--- src/rtl/uart_pkg.sv ---
// Shared UART constants and the receive-FSM state type.
// The host transmit path imports the same package.
package uart_pkg;

  localparam int UART_BYTES_PER_PKT = 4;
  localparam int UART_CLKS_PER_BIT  = 434;
  localparam int UART_TIMEOUT_CLKS  = 50000;
  localparam int UART_DATA_BITS     = 8;
  localparam int UART_LANE_W        = $clog2(UART_BYTES_PER_PKT);
  localparam int UART_HOLD_W        = UART_DATA_BITS * (UART_BYTES_PER_PKT - 1);

  typedef enum logic [2:0] {
    IDLE,
    START,
    DATA,
    STOP,
    BREAK
  } uart_rx_state_t;

endpackage

--- src/rtl/uart_rx_byte.sv ---
// RX synchronizer plus 8N1 byte receiver.
// The bit timer is a down-counter; each sample point is where it reaches zero.
//   state | meaning
//   IDLE  | line high, waiting for a falling edge
//   START | half-bit wait, then confirm the start bit is still low
//   DATA  | one sample per bit period, LSB first
//   STOP  | sample the stop bit
//   BREAK | bad stop bit seen, waiting for the line to return high
module uart_rx_byte
  import uart_pkg::*;
#(
  parameter int CLKS_PER_BIT = UART_CLKS_PER_BIT
) (
  input  logic                      clk,
  input  logic                      rst,
  input  logic                      rx,
  output logic [UART_DATA_BITS-1:0] rx_byte,
  output logic                      byte_rdy,
  output logic                      frame_err
);

  localparam int CNT_W = $clog2(CLKS_PER_BIT);
  localparam int IDX_W = $clog2(UART_DATA_BITS);
  localparam logic [CNT_W-1:0] BIT_RELOAD  = CNT_W'(CLKS_PER_BIT - 1);
  localparam logic [CNT_W-1:0] HALF_RELOAD = CNT_W'(CLKS_PER_BIT / 2 - 1);
  localparam logic [IDX_W-1:0] LAST_BIT    = IDX_W'(UART_DATA_BITS - 1);

  logic                      r_rx_meta;
  logic                      r_rx_sync;
  logic                      r_rx_prev;
  uart_rx_state_t            r_state;
  logic [CNT_W-1:0]          r_cnt;
  logic [IDX_W-1:0]          r_bit_idx;
  logic [UART_DATA_BITS-1:0] r_shift;
  logic                      r_byte_rdy;
  logic                      r_frame_err;

  uart_rx_state_t            w_state_nxt;
  logic [CNT_W-1:0]          w_cnt_nxt;
  logic [IDX_W-1:0]          w_bit_idx_nxt;
  logic [UART_DATA_BITS-1:0] w_shift_nxt;
  logic                      w_byte_done;
  logic                      w_frame_bad;
  logic                      w_tick;

  assign w_tick = (r_cnt == '0);

  always_ff @(posedge clk) begin
    if (rst) begin
      r_rx_meta <= 1'b1;
      r_rx_sync <= 1'b1;
      r_rx_prev <= 1'b1;
    end else begin
      r_rx_meta <= rx;
      r_rx_sync <= r_rx_meta;
      r_rx_prev <= r_rx_sync;
    end
  end

  always_ff @(posedge clk) begin
    if (rst) begin
      r_state     <= IDLE;
      r_cnt       <= '0;
      r_bit_idx   <= '0;
      r_shift     <= '0;
      r_byte_rdy  <= 1'b0;
      r_frame_err <= 1'b0;
    end else begin
      r_state     <= w_state_nxt;
      r_cnt       <= w_cnt_nxt;
      r_bit_idx   <= w_bit_idx_nxt;
      r_shift     <= w_shift_nxt;
      r_byte_rdy  <= w_byte_done;
      r_frame_err <= w_frame_bad;
    end
  end

  always_comb begin
    w_state_nxt   = r_state;
    w_cnt_nxt     = r_cnt;
    w_bit_idx_nxt = r_bit_idx;
    w_shift_nxt   = r_shift;
    w_byte_done   = 1'b0;
    w_frame_bad   = 1'b0;
    case (r_state)
      IDLE: begin
        if (r_rx_prev && !r_rx_sync) begin
          w_state_nxt = START;
          w_cnt_nxt   = HALF_RELOAD;
        end
      end
      START: begin
        if (w_tick) begin
          // a start bit that is already high again was a glitch
          if (!r_rx_sync) begin
            w_state_nxt   = DATA;
            w_cnt_nxt     = BIT_RELOAD;
            w_bit_idx_nxt = '0;
          end else begin
            w_state_nxt = IDLE;
          end
        end else begin
          w_cnt_nxt = r_cnt - 1'b1;
        end
      end
      DATA: begin
        if (w_tick) begin
          w_shift_nxt = {r_rx_sync, r_shift[UART_DATA_BITS-1:1]};
          w_cnt_nxt   = BIT_RELOAD;
          if (r_bit_idx == LAST_BIT) begin
            w_state_nxt = STOP;
          end else begin
            w_bit_idx_nxt = r_bit_idx + 1'b1;
          end
        end else begin
          w_cnt_nxt = r_cnt - 1'b1;
        end
      end
      STOP: begin
        if (w_tick) begin
          if (r_rx_sync) begin
            w_byte_done = 1'b1;
            w_state_nxt = IDLE;
          end else begin
            w_frame_bad = 1'b1;
            w_state_nxt = BREAK;
          end
        end else begin
          w_cnt_nxt = r_cnt - 1'b1;
        end
      end
      BREAK: begin
        if (r_rx_sync) begin
          w_state_nxt = IDLE;
        end
      end
      default: begin
        w_state_nxt = IDLE;
      end
    endcase
  end

  assign rx_byte   = r_shift;
  assign byte_rdy  = r_byte_rdy;
  assign frame_err = r_frame_err;

endmodule

--- src/rtl/uart_pkt_rx.sv ---
// Host UART receive path: bytes from uart_rx_byte are packed four at a time,
// first byte in the low lane, with a timeout that drops stale partial packets.
module uart_pkt_rx
  import uart_pkg::*;
#(
  parameter int CLKS_PER_BIT = UART_CLKS_PER_BIT,
  parameter int TIMEOUT_CLKS = UART_TIMEOUT_CLKS
) (
  input  logic        clk,
  input  logic        rst,
  input  logic        RX,
  output logic [31:0] pkt_data,
  output logic        pkt_rdy,
  output logic        frame_err
);

  localparam int TMR_W = $clog2(TIMEOUT_CLKS + 1);
  localparam logic [TMR_W-1:0]       TMR_RELOAD = TMR_W'(TIMEOUT_CLKS);
  localparam logic [UART_LANE_W-1:0] LAST_LANE  = UART_LANE_W'(UART_BYTES_PER_PKT - 1);

  logic [UART_DATA_BITS-1:0] w_rx_byte;
  logic                      w_byte_rdy;
  logic                      w_frame_err;
  logic                      w_timeout;

  logic [UART_LANE_W-1:0]    r_count;
  logic [UART_HOLD_W-1:0]    r_hold;
  logic [TMR_W-1:0]          r_timer;
  logic [31:0]               r_pkt_data;
  logic                      r_pkt_rdy;

  uart_rx_byte #(
    .CLKS_PER_BIT (CLKS_PER_BIT)
  ) u_rx_byte (
    .clk       (clk),
    .rst       (rst),
    .rx        (RX),
    .rx_byte   (w_rx_byte),
    .byte_rdy  (w_byte_rdy),
    .frame_err (w_frame_err)
  );

  // timer is reloaded by every byte and only counts while a packet is partial
  assign w_timeout = (r_count != '0) && (r_timer == '0);

  always_ff @(posedge clk) begin
    if (rst) begin
      r_count    <= '0;
      r_hold     <= '0;
      r_timer    <= '0;
      r_pkt_data <= '0;
      r_pkt_rdy  <= 1'b0;
    end else begin
      r_pkt_rdy <= 1'b0;
      if (w_byte_rdy) begin
        // a byte arriving on the expiry cycle still belongs to this packet
        r_timer <= TMR_RELOAD;
        if (r_count == LAST_LANE) begin
          r_pkt_data <= {w_rx_byte, r_hold};
          r_pkt_rdy  <= 1'b1;
          r_count    <= '0;
        end else begin
          r_hold[{r_count, 3'b000} +: UART_DATA_BITS] <= w_rx_byte;
          r_count <= r_count + 1'b1;
        end
      end else if (w_frame_err || w_timeout) begin
        r_count <= '0;
        r_hold  <= '0;
      end else if (r_count != '0) begin
        r_timer <= r_timer - 1'b1;
      end
    end
  end

  assign pkt_data  = r_pkt_data;
  assign pkt_rdy   = r_pkt_rdy;
  assign frame_err = w_frame_err;

endmodule

--- config.mk ---
export PLATFORM = sky130hd
export DESIGN_NAME = uart_pkt_rx
export DESIGN_NICKNAME = d
export VERILOG_FILES = /design/src/rtl/uart_pkg.sv /design/src/rtl/uart_rx_byte.sv /design/src/rtl/uart_pkt_rx.sv
export SDC_FILE = /design/constraint.sdc
export NUM_CORES = 1
export LEC_CHECK = 0
export CORE_UTILIZATION = 58
export DETAILED_ROUTE_END_ITERATION = 10
export PLACE_DENSITY = 0.8
export SYNTH_ARGS = -nofsm -noshare
export SYNTH_HDL_FRONTEND = slang
export SYNTH_SLANG_ARGS = --single-unit
export TNS_END_PERCENT = 100
--- constraint.sdc ---
create_clock -name clk -period 3.4 [get_ports clk]
set_input_delay 0.68 -clock clk [delete_from_list [all_inputs] [get_ports clk]]
set_output_delay 0.68 -clock clk [all_outputs]
set_load 0.005 [all_outputs]
==> results list <==
* Effective utilization at floorplan: 61.58%
* Final Cycle Share: 76.56%
* Number of port buffers: 36
- After filler insertion, the fill cell instance count of the layout stands at 598.
- Clock Pin Slew Worst Setup and Hold Paths: 0.10 ns
- Summed over all layers, the global routing overflow is 0.
- Yosys mapped a number of flops with a built-in enable equal to 0.
- Ordered list of cells on the worst path: inv_1 -> ha_1 -> or4_1 -> or3_4 -> or3_1 -> a211oi_1
* DR vias: 4,192
- Post-Synthesis Net Count: 555
* Number of top-level pins: 37
- A synthesized cell averages 8.417 sq um.
- For this run, asynchronously set or reset flops after synthesis account for 0%.
- Clock tree synthesis selected as its root buffer the cell clkbuf_8.
- The congestion estimate from routability-driven global placement came to 0.8590.
- The critical path starts at r_count[0].
- In this run the tightest slew margin relative to its limit is 30.51%.
- Timing would allow up to 384.1 MHz.
- For this design the ratio of total power to cell area is 413.8 nW/um^2.
* Clock buffers created by TritonCTS: 9
* Largest net degree at the start of global routing: 56
- Floorplan die area: 8224 sq um
* Core Util, Final: 69.41%
* Worst Setup EP: r_timer[15]
* HPWL reported at the end of detailed placement: 6823 um
- After clock tree synthesis, the setup repair step added 0 buffers.
- The H-tree generated during clock tree synthesis spans 3 levels.
- The first global-routing pass estimated 18,250 um of wire.
- Static leakage: 1.727 nW
* Site Rows: 31
* Number of cells after detailed placement: 648
- Kind of start point of the critical path: flip-flop
- TritonCTS clock tree: done
* Result of the run: complete, no violations
* Final-layout setup total negative slack: 0 ns
* Layout cells sized above 1: 6.726%
* Type of the worst min-delay path: reg -> reg
* Post-synthesis to final-layout area growth: 12.73%
* Diodes inserted: 0
- Count of different cell masters after synthesis: 54
- Number of hold buffers added after CTS: 0
* Commonest cells after routing, fill and taps aside: dfxtp_1 (103), nand2_1 (92), a21oi_1 (68)
- Share of the yosys chip area belonging to registers: 45.20%
- Die width: 90.69 um
- Non-Filler Instances: 664
* Flops & latches, synth: 103
- The via count of the first global-routing pass is 3,931.
- The max-slew violation total from the final report is 0.
- Worst reg2reg startpoint: r_count[0]
- Number of max-capacitance violations reported: 0
* Critical Path RT: 3.68 ns
- Capturing element type of the critical path: flip-flop
- In this run the cell area of the synthesized design comes to 4562 sq um.
- Cell depth of the worst flop-to-flop path: 6
* Post-layout net count: 573
- Setup repair after global routing missed its margin: no
- Final setup violation count: 0
* Final hold viol count: 0
- Antenna violations before repair: 0
- Count of routing violations after the opening detailed-route iteration: 250
- Tightest hold margin: 0.4340 ns
* Number of clock sinks seen by CTS: 103
- Latest clock arrival within the worst-skew pair: 0.38 ns
- The critical path is of the reg -> reg type.
- In this run, post-CTS repair resized a total of 0 instances.
- Commonest non-fill, non-tap cell in the layout: dfxtp_1
- Total DRC errors in the routed layout: 0
- Average wire per standard cell: 15.53 um
* Die span in y: 90.69 um
* Count of mapped cells out of synthesis: 542
- Across the routed clock network, the largest skew measured is 0.009885 ns.
- Clock period minus final worst setup slack: 2.603 ns
- CP max-delay cell: or4_1
- The largest single stage delay on the critical path is 0.62 ns.
- Number of iterations in the first detailed-routing pass: 4
- For this run, the number of Yosys warnings is 0.
- Using the TritonRoute via totals, the vias-per-cell ratio works out to 6.313.
- Arr. time, crit path: 2.88 ns
- Routed Wire Length: 10,310 um
* Top_reg_cell synth: dfxtp_1
* Measured slew at the worst slew-check pin: 1.040 ns
* Worst IR Drop VDD: 0.0002554 V
- Remaining antenna violation count: 0
- Global routing used 26.83% of the available tracks.
- Reg-to-Reg End: r_timer[15]
* Biggest fanout along the worst timing path: 9
- No sink is reached through more buffers than the 2 on the longest clock path.
* Register-to-Register Setup Slack: 0.80 ns
- In this run the standard cell core region covers 7408 sq um.
how the worst min path moves through the flow:
stage | start | end | slack, ns | cells after the start
finish | u_rx_byte.r_rx_meta | u_rx_byte.r_rx_sync | 0.43 | 1
global route | u_rx_byte.r_rx_meta | u_rx_byte.r_rx_sync | 0.44 | 1
CTS | u_rx_byte.r_rx_meta | u_rx_byte.r_rx_sync | 0.44 | 1
detailed placement | u_rx_byte.r_rx_meta | u_rx_byte.r_rx_sync | 0.41 | 1
global placement | u_rx_byte.r_rx_meta | u_rx_byte.r_rx_sync | 0.40 | 1
floorplan | u_rx_byte.r_rx_meta | u_rx_byte.r_rx_sync | 0.39 | 1
through the flow:
| step | power (mW) | worst slack (ns) | instance area [sq um] |
|---|---|---|---|
| detailed placement | 1.412 | 0.8727 | 4952 |
| global placement | 1.407 | 0.9992 | 4952 |
| floorplan | 1.378 | 1.034 | 4562 |
| finish | 2.128 | 0.7968 | 5142 |
| global route | 2.213 | 0.6617 | 5142 |
| CTS | 2.140 | 0.8255 | 5142 |
kinds of logic after synthesis:
group | synth area share [%]
muxes | 2.852
DFF | 45.20
buffers and inverters | 4.334
xor gates and xnor gates | 0.1920
AOI/OAI and AO/OA | 19.50
and+or+nand+nor | 25.18
adders and majority gates | 2.743
area by class of cell:
type	count	area (sq um)	area share, %
sequential	103	2062	40.10
tap	99	123.9	2.409
inverter	13	48.80	0.9489
multi-input combinational	389	2302	44.77
timing repair buffer	44	415.4	8.078
clock buffer	9	123.9	2.409
clock inverter	7	66.31	1.290
registers in the layout (all words and copies together) (netlist names):
register / cells
pkt_data: 32
r_hold: 24
r_timer: 16
u_rx_byte.r_cnt: 9
u_rx_byte.rx_byte: 8
u_rx_byte.r_bit_idx: 3
u_rx_byte.r_state: 3
r_count: 2
pkt_rdy: 1
u_rx_byte.byte_rdy: 1
u_rx_byte.frame_err: 1
u_rx_byte.r_rx_meta: 1
u_rx_byte.r_rx_prev: 1
u_rx_byte.r_rx_sync: 1
cell usage after synthesis, drive strengths merged (5+ instances only):
library cell / instances / share of area, %
nor4: 14 / 2.1
o31ai: 6 / 0.99
nand2b: 5 / 0.69
dfxtp: 103 / 45
nor2: 26 / 2.1
or3: 13 / 1.9
or4: 10 / 1.6
a32oi: 16 / 3.1
nor3: 7 / 0.88
clkbuf: 33 / 2.7
a21oi: 68 / 7.5
a31oi: 7 / 0.96
nand4: 22 / 3.0
inv: 11 / 0.91
nand2: 92 / 7.6
ha: 10 / 2.7
mux2i: 13 / 2.9
nand3: 12 / 1.3
o21ai: 17 / 1.9
per-layer routing:
metal	GRT usage, %	share of wire, %	up-vias
li1	-	-	2029
met1	35.89	45	1977
met2	43.62	47	167
met3	4.714	6.2	19
met4	9.005	1.5	0
met5	0	0	-
critical path: cells and delay by family, from the launching register on:
kind,cells,cell delay (ns)
compound gates,1,0.25
fa+ha+maj,1,0.30
buf+inv,1,0.11
flops,1,0.40
simple gates,3,1.45
power breakdown:
| group | total (mW) | switching [mW] | internal, mW |
|---|---|---|---|
| Combinational | 0.151 | 0.102 | 0.0489 |
| Sequential | 1.24 | 0.0193 | 1.22 |
| Clock | 0.740 | 0.457 | 0.283 |
| Total | 2.13 | 0.578 | 1.55 |
(Power assumes the default switching activity.)
